**src/rtl/uart_rx_mv_pkg.sv**
```systemverilog
// Shared types and helpers for the majority-vote UART receiver.
// Parity helper is also used by the transmitter's parity option.
package uart_rx_mv_pkg;

  typedef enum logic [2:0] {
    RX_IDLE,
    RX_START,
    RX_DATA,
    RX_PARITY,
    RX_STOP
  } rx_state_t;

  localparam int unsigned MAX_DATA = 9;

  // Returns the parity bit a transmitter appends: even parity when odd=0.
  function automatic logic parity_calc(input logic [MAX_DATA-1:0] data, input logic odd);
    return (^data) ^ odd;
  endfunction

endpackage

```
**src/rtl/uart_rx_mv_sampler.sv**
```systemverilog
// Line front end: 2-flop synchroniser, stick-driven sample history, 3-way vote, fall detect.
// Vote is combinational over the two stored samples plus the one taken on the current stick.
module uart_rx_mv_sampler (
  input  logic i_clk,
  input  logic i_rst,
  input  logic i_stick,
  input  logic i_rx_serial,
  output logic o_vote,
  output logic o_fall
);

  logic       sync1_q, sync1_d;
  logic       sync2_q, sync2_d;
  logic       prev_q,  prev_d;
  logic [1:0] hist_q,  hist_d;
  logic [2:0] window;

  always_comb begin
    sync1_d = i_rx_serial;
    sync2_d = sync1_q;
    prev_d  = sync2_q;
    hist_d  = hist_q;
    if (i_stick) begin
      hist_d = {hist_q[0], sync2_q};
    end
    // window = samples at ticks n-2, n-1, n when consumed on stick n
    window = {hist_q, sync2_q};
  end

  always_ff @(posedge i_clk) begin
    if (i_rst) begin
      sync1_q <= 1'b1;
      sync2_q <= 1'b1;
      prev_q  <= 1'b1;
      hist_q  <= 2'b11;
    end else begin
      sync1_q <= sync1_d;
      sync2_q <= sync2_d;
      prev_q  <= prev_d;
      hist_q  <= hist_d;
    end
  end

  assign o_vote = (window[2] & window[1]) | (window[2] & window[0]) | (window[1] & window[0]);
  assign o_fall = prev_q & ~sync2_q;

endmodule

```
**src/rtl/uart_rx_mv.sv**
```systemverilog
// Majority-vote UART receiver: start/data/parity/stop FSM driven by oversample sticks.
// Delivery one clk after the stop-bit vote; a full FIFO turns a good frame into an overrun pulse.
module uart_rx_mv #(
  parameter int SIZE_DATA   = 8,
  parameter int OVER_SAMPLE = 16,
  parameter int MID_SAMPLE  = 8,
  parameter int PARITY_EN   = 0,
  parameter int PARITY_ODD  = 0
) (
  input  logic                 i_clk,
  input  logic                 i_rst,
  input  logic                 i_stick,
  input  logic                 i_rx_en,
  input  logic                 i_fifo_full,
  input  logic                 i_rx_serial,
  output logic [SIZE_DATA-1:0] o_rx_data,
  output logic                 o_rx_done,
  output logic                 o_frame_err,
  output logic                 o_parity_err,
  output logic                 o_overrun,
  output logic                 o_busy
);
  import uart_rx_mv_pkg::*;

  localparam int TW = $clog2(OVER_SAMPLE);
  localparam int BW = $clog2(SIZE_DATA);
  localparam logic [TW-1:0] TICK_VOTE = TW'(MID_SAMPLE + 1);
  localparam logic [TW-1:0] TICK_LAST = TW'(OVER_SAMPLE - 1);
  localparam logic [BW-1:0] BIT_LAST  = BW'(SIZE_DATA - 1);

  logic vote, fall, centre;

  rx_state_t            state_q, state_d;
  logic [TW-1:0]        tick_q, tick_d;
  logic [BW-1:0]        bit_q, bit_d;
  logic [SIZE_DATA-1:0] data_q, data_d;
  logic [SIZE_DATA-1:0] rx_data_q, rx_data_d;
  logic                 perr_q, perr_d;
  logic                 done_q, done_d;
  logic                 ferr_q, ferr_d;
  logic                 perr_out_q, perr_out_d;
  logic                 ovr_q, ovr_d;
  logic                 busy_q, busy_d;
  logic [MAX_DATA-1:0]  data_ext;

  uart_rx_mv_sampler u_sampler (
    .i_clk       (i_clk),
    .i_rst       (i_rst),
    .i_stick     (i_stick),
    .i_rx_serial (i_rx_serial),
    .o_vote      (vote),
    .o_fall      (fall)
  );

  always_comb begin
    state_d    = state_q;
    tick_d     = tick_q;
    bit_d      = bit_q;
    data_d     = data_q;
    rx_data_d  = rx_data_q;
    perr_d     = perr_q;
    done_d     = 1'b0;
    ferr_d     = 1'b0;
    perr_out_d = 1'b0;
    ovr_d      = 1'b0;
    centre     = i_stick && (tick_q == TICK_VOTE);
    data_ext   = '0;
    data_ext[SIZE_DATA-1:0] = data_q;

    if (i_stick) begin
      tick_d = (tick_q == TICK_LAST) ? '0 : tick_q + 1'b1;
    end

    case (state_q)
      RX_IDLE: begin
        tick_d = '0;
        bit_d  = '0;
        perr_d = 1'b0;
        if (i_rx_en && fall) begin
          state_d = RX_START;
        end
      end
      RX_START: begin
        if (centre) begin
          state_d = vote ? RX_IDLE : RX_DATA;
        end
      end
      RX_DATA: begin
        if (centre) begin
          data_d = {vote, data_q[SIZE_DATA-1:1]};
          if (bit_q == BIT_LAST) begin
            bit_d   = '0;
            state_d = (PARITY_EN != 0) ? RX_PARITY : RX_STOP;
          end else begin
            bit_d = bit_q + 1'b1;
          end
        end
      end
      RX_PARITY: begin
        if (centre) begin
          perr_d  = parity_calc(data_ext, 1'(PARITY_ODD)) != vote;
          state_d = RX_STOP;
        end
      end
      RX_STOP: begin
        // Leave at the stop centre so the next start edge resynchronises the bit clock.
        if (centre) begin
          state_d = RX_IDLE;
          if (!vote) begin
            ferr_d = 1'b1;
          end else if (perr_q) begin
            perr_out_d = 1'b1;
          end else if (i_fifo_full) begin
            ovr_d = 1'b1;
          end else begin
            rx_data_d = data_q;
            done_d    = 1'b1;
          end
        end
      end
      default: state_d = RX_IDLE;
    endcase

    busy_d = (state_d != RX_IDLE);
  end

  always_ff @(posedge i_clk) begin
    if (i_rst) begin
      state_q    <= RX_IDLE;
      tick_q     <= '0;
      bit_q      <= '0;
      data_q     <= '0;
      rx_data_q  <= '0;
      perr_q     <= 1'b0;
      done_q     <= 1'b0;
      ferr_q     <= 1'b0;
      perr_out_q <= 1'b0;
      ovr_q      <= 1'b0;
      busy_q     <= 1'b0;
    end else begin
      state_q    <= state_d;
      tick_q     <= tick_d;
      bit_q      <= bit_d;
      data_q     <= data_d;
      rx_data_q  <= rx_data_d;
      perr_q     <= perr_d;
      done_q     <= done_d;
      ferr_q     <= ferr_d;
      perr_out_q <= perr_out_d;
      ovr_q      <= ovr_d;
      busy_q     <= busy_d;
    end
  end

  assign o_rx_data    = rx_data_q;
  assign o_rx_done    = done_q;
  assign o_frame_err  = ferr_q;
  assign o_parity_err = perr_out_q;
  assign o_overrun    = ovr_q;
  assign o_busy       = busy_q;

endmodule

```
**config.mk**
```make
export PLATFORM = sky130hd
export DESIGN_NAME = uart_rx_mv
export DESIGN_NICKNAME = d
export VERILOG_FILES = /design/src/rtl/uart_rx_mv_pkg.sv /design/src/rtl/uart_rx_mv_sampler.sv /design/src/rtl/uart_rx_mv.sv
export SDC_FILE = /design/constraint.sdc
export NUM_CORES = 1
export LEC_CHECK = 0
export BUFFER_PORTS_ARGS = -buffer_cell sky130_fd_sc_hd__buf_2
export CORE_MARGIN = 1.5
export CORE_UTILIZATION = 53
export CTS_BUF_LIST = sky130_fd_sc_hd__clkbuf_8
export CTS_CLUSTER_DIAMETER = 80
export DETAILED_ROUTE_END_ITERATION = 16
export GPL_ROUTABILITY_DRIVEN = 0
export GPL_TIMING_DRIVEN = 0
export PLACE_DENSITY = 0.81
export RECOVER_POWER = 25
export SYNTH_ARGS = -nofsm -noshare
export SYNTH_HDL_FRONTEND = slang
export SYNTH_SLANG_ARGS = --single-unit
```
**constraint.sdc**
```tcl
create_clock -name i_clk -period 1.9 [get_ports i_clk]
set_input_delay 0.285 -clock i_clk [delete_from_list [all_inputs] [get_ports i_clk]]
set_output_delay 0.285 -clock i_clk [all_outputs]
set_load 0.005 [all_outputs]
```
Word-level counts from Yosys, hierarchy flattened
Index checks and enable logic that the tools add are counted.

storage, ports and cells
  register bits = 37
  word-level logic and storage cells = 72

cells by class
  $add $sub $neg = 2
  eq/ne operators = 10
  multiplexer cells = 18
  bitwise operators = 12
  reduce and logical (&&, ||, !) cells = 15

operator list
  cell                                                              count
  3-bit two-way mux                                                 8
  3-bit case mux with 5 select lines                                1
  9-bit parity                                                      1
  4-bit == test (second input constant)                             2
  3-bit by 2-bit == test with 1-bit output (second input constant)  2
  3-bit == test (second input constant)                             2
  1-bit inverter                                                    6
  3-bit case mux with 2 select lines                                1
  2-bit AND reduction                                               3
  1-bit two-way mux                                                 5
  5-bit AND reduction                                               1
  5-bit OR reduction                                                1
  4-bit by 1-bit adder with 4-bit output (second input constant)    1
  1-bit AND                                                         4
  4-bit two-way mux                                                 1
  2-bit != test (second input constant)                             2
  2-bit nonzero test                                                2
  4-bit OR reduction                                                1
  3-bit by 1-bit adder with 3-bit output (second input constant)    1
  3-bit by 1-bit == test with 1-bit output (second input constant)  1
  3-bit zero test                                                   1
  3-bit nonzero test                                                1
  3-bit OR reduction                                                1
  1-bit logical AND                                                 2
  other kinds (5)                                                   6

Logic depth before layout (Yosys ltp)
Gate-level depths: netlist of the first run.

  word-level depth = 7
  gate-level depth with buffers = 8

Hierarchy
From an unflattened synthesis of the first run, not the netlist that was laid out.

second synthesis, totals
  cell total of the unflattened synthesis = 162
  area, all modules = 1542.7 sq um

by module, submodules not included
  module              times used  cells an instance  area an instance (sq um)
  uart_rx_mv          1           148                1376.3
  uart_rx_mv_sampler  1           14                 166.4

Worst setup path after synthesis of the first run
No wires, ideal clock.

  kind = register to register
  start = register tick_q[0]
  end = register rx_data_q[0] (netlist: o_rx_data[0])
  library setup time = 128 ps
  arrival time = 1682 ps
  path slack = 90 ps
  cell stages (with the launch flop) = 8
  buffers on the path = 1
  clock period less this slack = 1810 ps
  cells stage by stage = dfxtp_1 -> ha_1 -> and4b_1 -> nand3_2 -> or4b_1 -> buf_6 -> mux2i_1 -> nor2_1

between the ends
  word-level cells in the longest chain between the ends = 3

ends and longest elaborated chain
  element                        line               source
  start: declaration             uart_rx_mv.sv:34   logic [TW-1:0] tick_q, tick_d;
  start signal: assignment       uart_rx_mv.sv:142  tick_q <= tick_d;
  4-bit == test                  uart_rx_mv.sv:66   centre = i_stick && (tick_q == TICK_VOTE);
  1-bit logical AND              uart_rx_mv.sv:66
  5-bit AND reduction (no line)  n/a
  end signal: assignment         uart_rx_mv.sv:145  rx_data_q <= rx_data_d;
  end: declaration               uart_rx_mv.sv:37   logic [SIZE_DATA-1:0] rx_data_q, rx_data_d;

Every way passes these cells.
A chain may end at the register's enable or synchronous reset.

Final worst setup path of the first run
  start = register tick_q[1]
  end = register rx_data_q[3] (netlist: o_rx_data[3])

Same word-level chain as after synthesis.

==> metrics.yaml, run 1 <==
yosys.area_share.simple_pct: 23.39
yosysWarnings: 0
setup_viol_count_final: 0
ctsHoldBuffers: 0
peakVddDrop_uv: 615.1
dr.pass1.iters: 4
grt_pass1_vias: 1180
ios: 19
synth-adder-area-share_pct: 3.967
syn2layout_area_growth_pct: 18.51
arrival_ns: 1.99
worstSkewPairLatency_ns: 0.29
max_clock_freq_mhz: 547.1
slew_violations: 0
tns_ns: 0
max_cap_violations: 0
rr_startpoint: "tick_q[1]"
reg2regPathDepth: 7
coreArea_mm2: 0.002734
antenna_found_initial: 0
cts.clk_slew.worst_paths_ns: 0.07
syn_area_mm2: 0.001514
numClockSinks: 37
status: "completed"
hp-class: "input pin to flip-flop"
synth_common_cells: "dfxtp_1, nand2_1, nor2_1"
drive_gt1_share_pct: 23.04
cts.htree.levels: 2
clock_skew_ns: 0.004781
synth_top_area_share_pct: 48.93
cp_max_fo: 8
netlist_instances: 161
finalCriticalPeriod_ns: 1.828
grt_pass1_wl_um: 5188
ys_seq_area_share_pct: 48.93
synth_top_cell_by_area: "dfxtp_1"
synth_area_leaders: "dfxtp_1, mux2i_1, nand2_1, a21oi_1, nor2_1"
fin_area_mm2: 0.001794
power.density_mw_per_mm2: 794.8
chipHeight_um: 56.45
power.total_uw: 1426
cp-end-kind: "flip-flop"
drtIter0Drc: 38
wl_um: 2925
crit_type: "flip-flop to flip-flop"
synth-xor-area-share_pct: 5.537
synth_top_family_by_area: "simple AND/OR/NAND/NOR gates"
post-route-period-util_pct: 96.21
fp.dieW_um: 56.45
cts-buffers-inserted: 5
grt_util_all_layers_pct: 21.49
initial_utilization_pct: 55.38
async_flop_share_pct: 0
nFillCells: 228
tightest_slew_ns: 0.5895
synth_edf_count: 0
globalRouteOverflowTotal: 0
rsz0062_at_grt: "yes"
p_leak_uw: 0.0007733
vias: 1212
grt_max_degree: 12
vias_per_cell: 5.459
cp-start-kind: "flip-flop"
synth.most_common_cell: "dfxtp_1"
cts_tree: "yes"
wl_per_cell_um: 13.18
synth_compound_area_share_pct: 8.678
relSlewSlack_pct: 60.48
critPathRequiredTime_ns: 2.06
r2r_slack_ns: 0.07
synth_ff_type: "dfxtp_1"
whs_ns: 0.1734
dieArea_mm2: 0.003186
cts_root_buf: "clkbuf_8"
num_rows: 19
drc: 0
whs_endpoint: "u_sampler.sync1_q"
synth_nets: 171
rr_endpoint: "o_rx_data[3]"
post-route-util_pct: 65.63
dp_hpwl_um: 2086
ys_types: 36
num_antenna_cells: 0
hold_viol_final: 0
nets: 200
whs_path_depth: 2
synthMuxAreaShare_pct: 6.694
cts.path.max_buffers: 2
placed_cell_area_mm2: 0.001638
port_buffers: 17
ys_ff_latch: 37
hold_start: "i_rx_serial"
ant_nets: 0
syn_avg_cell_area_um2: 9.403
[stage by stage]
stage          instances  setup slack, ns
3_5_place_dp         209         -0.08287
5_1_grt              222         -0.02971
2_1_floorplan        161          0.09013
3_3_place_gp         209         -0.02719
4_1_cts              222         0.007929
6_report             222          0.07201
[layout make-up]
cell class | count | area [um2] | share of cell area (%)
Timing Repair Buffer | 23 | 128.9 | 7.183
Tap cell | 31 | 38.79 | 2.162
Buffer | 7 | 28.78 | 1.604
Inverter | 1 | 3.754 | 0.2092
Clock inverter | 1 | 5.005 | 0.2789
Sequential cell | 37 | 745.7 | 41.56
Multi-Input combinational cell | 115 | 747.0 | 41.63
Clock buffer | 7 | 96.34 | 5.370
[cells by family (layout without fill, tap and decap cells)]
group                    after synthesis  count (layout)
AND/OR/NAND/NOR                       70              70
buffers and inverters                  9              39
flip-flops                            37              37
multiplexers                          10              10
AO/OA/AOI/OAI                         22              22
adder cells (fa/ha/maj)                5               5
XOR/XNOR                               8               8
[repair_timing]
item | 4_1_cts | 5_1_grt
pin swaps | 2 | 2
buffers inserted | 5 | 1
gates cloned | 0 | 0
resized for setup | 4 | 5
setup endpoints to repair | 8 | 18
[power breakdown]
| group | total, uW | switching, uW | internal (uW) |
|---|---|---|---|
| combinational | 45.9 | 27.8 | 18.2 |
| sequential | 784 | 3.46 | 781 |
| clock | 596 | 268 | 328 |
[flip-flops by register name (all words and copies together) (netlist names), 2 cells and up]
register and count:
bit_q 3, data_q 8, o_rx_data 8, state_q 3
tick_q 4, u_sampler.hist_q 2
[critical path: stages (launching register included)]
cell and delay (ns):
dfxtp_2 0.33, inv_2 0.06, ha_4 0.11, and4b_1 0.24
nand3_2 0.11, or4b_4 0.60, mux2i_1 0.19, nor2_1 0.06
[placed cells by master, fill, tap and decap left out, types with 2 or more instances in the layout]
cell      netlist  layout
nand2_1        24      24
nor3_1          9       9
buf_4           0       6
or3_1           4       4
o31a_1          2       2
buf_2           1      17
dfxtp_1        37      35
nand3_1         3       3
a211o_1         2       2
ha_1            4       3
nor2b_1         2       2
xnor2_1         6       6
or2_2           4       4
a21oi_1        13      13
a31oi_1         2       2
clkbuf_1        6       6
mux2i_1         9       9
nor2_1         14      14
clkbuf_8        0       7
[metal layers]
metal	vias up	share of wire (%)	GRT usage (%)
li1	612	-	-
met1	565	42	23.65
met2	25	50	35.88
met3	10	4.2	7.604
met4	0	3.2	11.56
met5	-	0	0
[worst max path at each step]
stage                     slack [ns]           end       from
after floorplan                 0.09  o_rx_data[0]  tick_q[0]
after global placement         -0.03  o_rx_data[3]  tick_q[0]
after detailed placement       -0.08  o_rx_data[3]  tick_q[0]
after CTS                      0.008  o_rx_data[3]  tick_q[1]
after global routing           -0.03  o_rx_data[5]  tick_q[1]
final                           0.07  o_rx_data[3]  tick_q[1]
No activity file was read; power rests on OpenSTA's default activity.
==> run 2: changes to the inputs <==
--- a/config.mk
+++ b/config.mk
@@ -7,13 +7,14 @@
 export LEC_CHECK = 0
 export BUFFER_PORTS_ARGS = -buffer_cell sky130_fd_sc_hd__buf_2
 export CORE_MARGIN = 1.5
-export CORE_UTILIZATION = 53
+export CORE_UTILIZATION = 55
 export CTS_BUF_LIST = sky130_fd_sc_hd__clkbuf_8
 export CTS_CLUSTER_DIAMETER = 80
+export CTS_CLUSTER_SIZE = 8
 export DETAILED_ROUTE_END_ITERATION = 16
 export GPL_ROUTABILITY_DRIVEN = 0
 export GPL_TIMING_DRIVEN = 0
-export PLACE_DENSITY = 0.81
+export PLACE_DENSITY = 0.8
 export RECOVER_POWER = 25
 export SYNTH_ARGS = -nofsm -noshare
 export SYNTH_HDL_FRONTEND = slang
==> constraint.sdc (replaced) <==
create_clock -name i_clk -period 1.8 [get_ports i_clk]
set_input_delay 0.27 -clock i_clk [delete_from_list [all_inputs] [get_ports i_clk]]
set_output_delay 0.27 -clock i_clk [all_outputs]
set_load 0.005 [all_outputs]
==> metrics.yaml, run 2 (synthesis results as in run 1) <==
final_common_cell: "dfxtp_1"
post-route-period-util_pct: 100.6
drc: 0
drive_gt1_share_pct: 22.87
power.total_uw: 1402
dieArea_mm2: 0.003076
cts.clk_slew.worst_paths_ns: 0.07
vias: 1222
globalRouteOverflowTotal: 0
wl_per_cell_um: 13.17
p_leak_uw: 0.0007580
fin_ws_ns: -0.01143
peakVddDrop_uv: 786.8
cts_root_buf: "clkbuf_8"
rsz0062_at_grt: "yes"
critPathRequiredTime_ns: 1.97
relSlewSlack_pct: 59.13
cts.htree.levels: 2
dr.pass1.iters: 4
slew_violations: 0
cp-start-kind: "flip-flop"
layoutNonFillerInstCount: 218
dp_hpwl_um: 1913
post-route-util_pct: 69.32
ant_nets: 0
vias_per_cell: 5.606
final_cell_mix: "dfxtp_1, nand2_1, buf_2"
hold_viol_final: 0
status: "complete, but fails checks"
chipHeight_um: 55.47
slowest_delay_ns: 0.61
max_clock_freq_mhz: 552.1
coreArea_mm2: 0.002545
grt_pass1_wl_um: 4774
clock_skew_ns: 0.005050
cp-end-kind: "flip-flop"
setup_viol_count_final: 2
crit_type: "flip-flop to flip-flop"
cts-buffers-inserted: 5
hp-class: "input pin to flip-flop"
power.density_mw_per_mm2: 794.4
numClockSinks: 37
nets: 199
whs_path_depth: 2
grt_pass1_vias: 1097
fp.dieW_um: 55.47
placedCellCount: 208
cts.path.max_buffers: 2
port_buffers: 17
grt_max_degree: 11
num_antenna_cells: 0
wl_um: 2872
arrival_ns: 1.98
finalCriticalPeriod_ns: 1.811
cp_max_fo: 8
placed_cell_area_mm2: 0.001638
drtIter0Drc: 28
antenna_found_initial: 0
worstSkewPairLatency_ns: 0.29
tightest_slew_ns: 0.6098
ios: 19
initial_utilization_pct: 59.49
syn2layout_area_growth_pct: 16.53
slowest_stage: "or4b_4"
ctsHoldBuffers: 0
num_rows: 18
max_cap_violations: 0
grt_util_all_layers_pct: 20.14
violations: "setup timing"
reg2regPathDepth: 7
fin_area_mm2: 0.001764
crit_chain: "inv_2 > ha_4 > and4b_1 > nand3_2 > or4b_4 > mux2i_1 > nor2_1"
cts_tree: "yes"
run 2: through the flow:
stage	setup TNS (ns)	hold WS [ns]	setup WS [ns]
floorplan	0	0.3468	0.03049
global placement	-0.5731	0.3940	-0.07703
detailed placement	-0.8948	0.3967	-0.1178
CTS	-0.2184	0.1603	-0.04342
global route	-0.7850	0.1552	-0.1047
finish	-0.01406	0.1591	-0.01143
run 2: path summary, 6_finish.rpt:
kind                startpoint          endpoint  slack (ns)
max                  tick_q[1]      o_rx_data[5]       -0.01
min                i_fifo_full         o_rx_done        0.16
max reg2reg          tick_q[1]      o_rx_data[5]       -0.01
min reg2reg  u_sampler.sync1_q  u_sampler.prev_d        0.41
run 2: critical path: cells and delay by family, from the launching register on:
| family | cells | cell delay (ns) |
|---|---|---|
| flops | 1 | 0.32 |
| simple gates | 4 | 0.99 |
| mux | 1 | 0.21 |
| buf+inv | 1 | 0.06 |
| fa+ha+maj | 1 | 0.12 |
run 2: power breakdown:
part / total [uW] / internal (uW) / switching, uW / leakage, uW
combinational: 48.8 / 19.5 / 29.3 / 0.000418
clock: 525 / 254 / 271 / 0.0000399
sequential: 828 / 824 / 3.26 / 0.000300
total: 1400 / 1100 / 303 / 0.000758
run 2: repair_timing:
action / in CTS / in global routing
gates resized for setup: 7 / 2
pin swaps: 2 / 2
buffers inserted: 5 / 0
endpoints found under the setup margin: 10 / 18
cloned: 0 / 0
run 2: final cells by class:
cell class | instances | area (um2)
clock buffer | 5 | 68.82
timing repair buffer | 22 | 122.6
sequential | 37 | 745.7
buffer | 7 | 28.78
clock inverter | 1 | 5.005
inverter | 1 | 3.754
tap | 30 | 37.54
fill | 203 | 780.7
multi-input combinational | 115 | 752.0
run 2: per-layer routing:
metal  GRT usage, %  wire length (um)
met4          9.408                46
met1          26.05              1363
met3          8.431               188
met5              0                 0
met2          29.08              1274
==> run 3: changes to the inputs <==
--- a/config.mk
+++ b/config.mk
@@ -7,14 +7,14 @@
 export LEC_CHECK = 0
 export BUFFER_PORTS_ARGS = -buffer_cell sky130_fd_sc_hd__buf_2
 export CORE_MARGIN = 1.5
-export CORE_UTILIZATION = 55
+export CORE_UTILIZATION = 45
 export CTS_BUF_LIST = sky130_fd_sc_hd__clkbuf_8
 export CTS_CLUSTER_DIAMETER = 80
 export CTS_CLUSTER_SIZE = 8
 export DETAILED_ROUTE_END_ITERATION = 16
 export GPL_ROUTABILITY_DRIVEN = 0
 export GPL_TIMING_DRIVEN = 0
-export PLACE_DENSITY = 0.8
+export PLACE_DENSITY = 0.68
 export RECOVER_POWER = 25
 export SYNTH_ARGS = -nofsm -noshare
 export SYNTH_HDL_FRONTEND = slang
==> metrics.yaml, run 3 (synthesis results as in run 1) <==
numClockSinks: 37
r2r_slack_ns: -0.04
setup_viol_count_final: 8
power.density_mw_per_mm2: 890.2
status: "complete, but fails checks"
antenna_found_initial: 0
regArea_um2: 745.7
slew_violations: 0
reg2regPathDepth: 7
post-route-period-util_pct: 102.4
dp_slack_ns: -0.1321
cts-buffers-inserted: 5
final_common_cell: "dfxtp_1"
syn2layout_area_growth_pct: 20.08
grt_pass1_vias: 1069
use_met2_pct: 27.04
hold_start: "i_fifo_full"
max_cap_violations: 0
vias: 1194
drive_gt1_share_pct: 21.05
multiInputGateArea_um2: 747.0
globalRouteOverflowTotal: 0
max_clock_freq_mhz: 542.4
num_antenna_cells: 0
placedCellCount: 222
cts_tree: "yes"
nets: 199
slowest_stage: "or4b_4"
dr.pass1.iters: 4
whs_endpoint: "o_rx_done"
cp.buffers_inverters: 1
worstSkewPairLatency_ns: 0.30
initial_utilization_pct: 48.40
grt_max_degree: 13
cts.clk_slew.worst_paths_ns: 0.07
port_buffers: 17
whs_path_depth: 2
drtIter0Drc: 39
fp.dieW_um: 61
crit_type: "flip-flop to flip-flop"
grt.busiest_layer: "met2"
num_rows: 20
clock_skew_ns: 0.009232
rsz0062_at_grt: "yes"
relSlewSlack_pct: 58.74
cp-start-kind: "flip-flop"
grt_util_met3_pct: 7.036
slowest_delay_ns: 0.61
cp_max_fo: 8
crit_start: "tick_q[1]"
wl_per_cell_um: 12.30
cts.htree.levels: 2
cts_root_buf: "clkbuf_8"
dp_hpwl_um: 1952
rr_endpoint: "o_rx_data[3]"
fin_ws_ns: -0.04360
ant_nets: 0
layoutNonFillerInstCount: 234
tns_ns: -0.2193
hold_viol_final: 0
crit_family: "simple AND/OR/NAND/NOR gates"
final_cell_mix: "dfxtp_1, nand2_1, buf_2"
chipHeight_um: 61
cp-end-kind: "flip-flop"
cts.path.max_buffers: 2
hp-class: "input pin to flip-flop"
peakVddDrop_uv: 563.0
power.total_uw: 1618
grt_pass1_wl_um: 4602
p_leak_uw: 0.0007595
coreArea_mm2: 0.003128
rr_startpoint: "tick_q[1]"
drc: 0
vias_per_cell: 5.103
critPathRequiredTime_ns: 1.97
violations: "setup timing"
finalCriticalPeriod_ns: 1.844
dieArea_mm2: 0.003721
ios: 19
ctsHoldBuffers: 0
fin_area_mm2: 0.001818
wl_um: 2878
grt_util_all_layers_pct: 17.28
use_met1_pct: 21.03
placed_cell_area_mm2: 0.001655
arrival_ns: 2.01
tightest_slew_ns: 0.6156
crit_chain: "inv_2 > ha_4 > and4b_1 > nand3_2 > or4b_4 > mux2i_1 > nor2_1"
nFillCells: 289
## run 3: repair_timing
action | CTS | global route
hold endpoints to repair | 0 | 0
setup buffers | 4 | 1
gates resized for setup | 5 | 2
endpoints found under the setup margin | 8 | 9
cloned | 0 | 0
pin swaps | 2 | 2
## run 3: layer usage
layer / routed length [um] / up-vias / share of wire [%]
li1: - / 608 / -
met1: 1330 / 550 / 46
met2: 1324 / 30 / 46
met3: 169 / 6 / 5.9
met4: 55 / 0 / 1.9
met5: 0 / - / 0
## run 3: layout make-up
class	instances	area share [%]
buffer	7	1.514
clock buffer	6	4.542
clock inverter	2	2.065
inverter	1	0.2065
multi-input combinational	115	41.09
sequential	37	41.02
tap	44	3.028
timing repair buffer	22	6.538
## run 3: how the worst max path moves through the flow
stage	endpoint	slack [ns]	depth (start not counted)
2_1_floorplan	o_rx_data[0]	0.03	8
3_3_place_gp	o_rx_data[3]	-0.09	8
3_5_place_dp	o_rx_data[5]	-0.13	8
4_1_cts	o_rx_data[3]	-0.06	8
5_1_grt	o_rx_data[0]	-0.12	7
6_report	o_rx_data[3]	-0.04	7
## run 3: worst reg2reg max path, delay by kind of cell, from the launching register on
kind | cells | cell delay (ns)
and+or+nand+nor | 4 | 1.01
adders and majority gates | 1 | 0.12
buffers and inverters | 1 | 0.06
DFF | 1 | 0.33
muxes | 1 | 0.20
## run 3: per-stage QoR
| step | utilization [%] | hold WS, ns |
|---|---|---|
| floorplan | - | 0.3468 |
| global placement | 52.92 | 0.4016 |
| detailed placement | 52.92 | 0.4209 |
| CTS | 58.24 | 0.1449 |
| global route | 58.12 | 0.1543 |
| finish | 58.12 | 0.1580 |
## run 3: report_power, final
group / switching [uW] / internal (uW) / total [uW] / leakage (uW)
clock network: 292 / 450 / 742 / 0.0000574
logic: 29.1 / 19.3 / 48.4 / 0.000402
registers: 3.56 / 824 / 828 / 0.000300
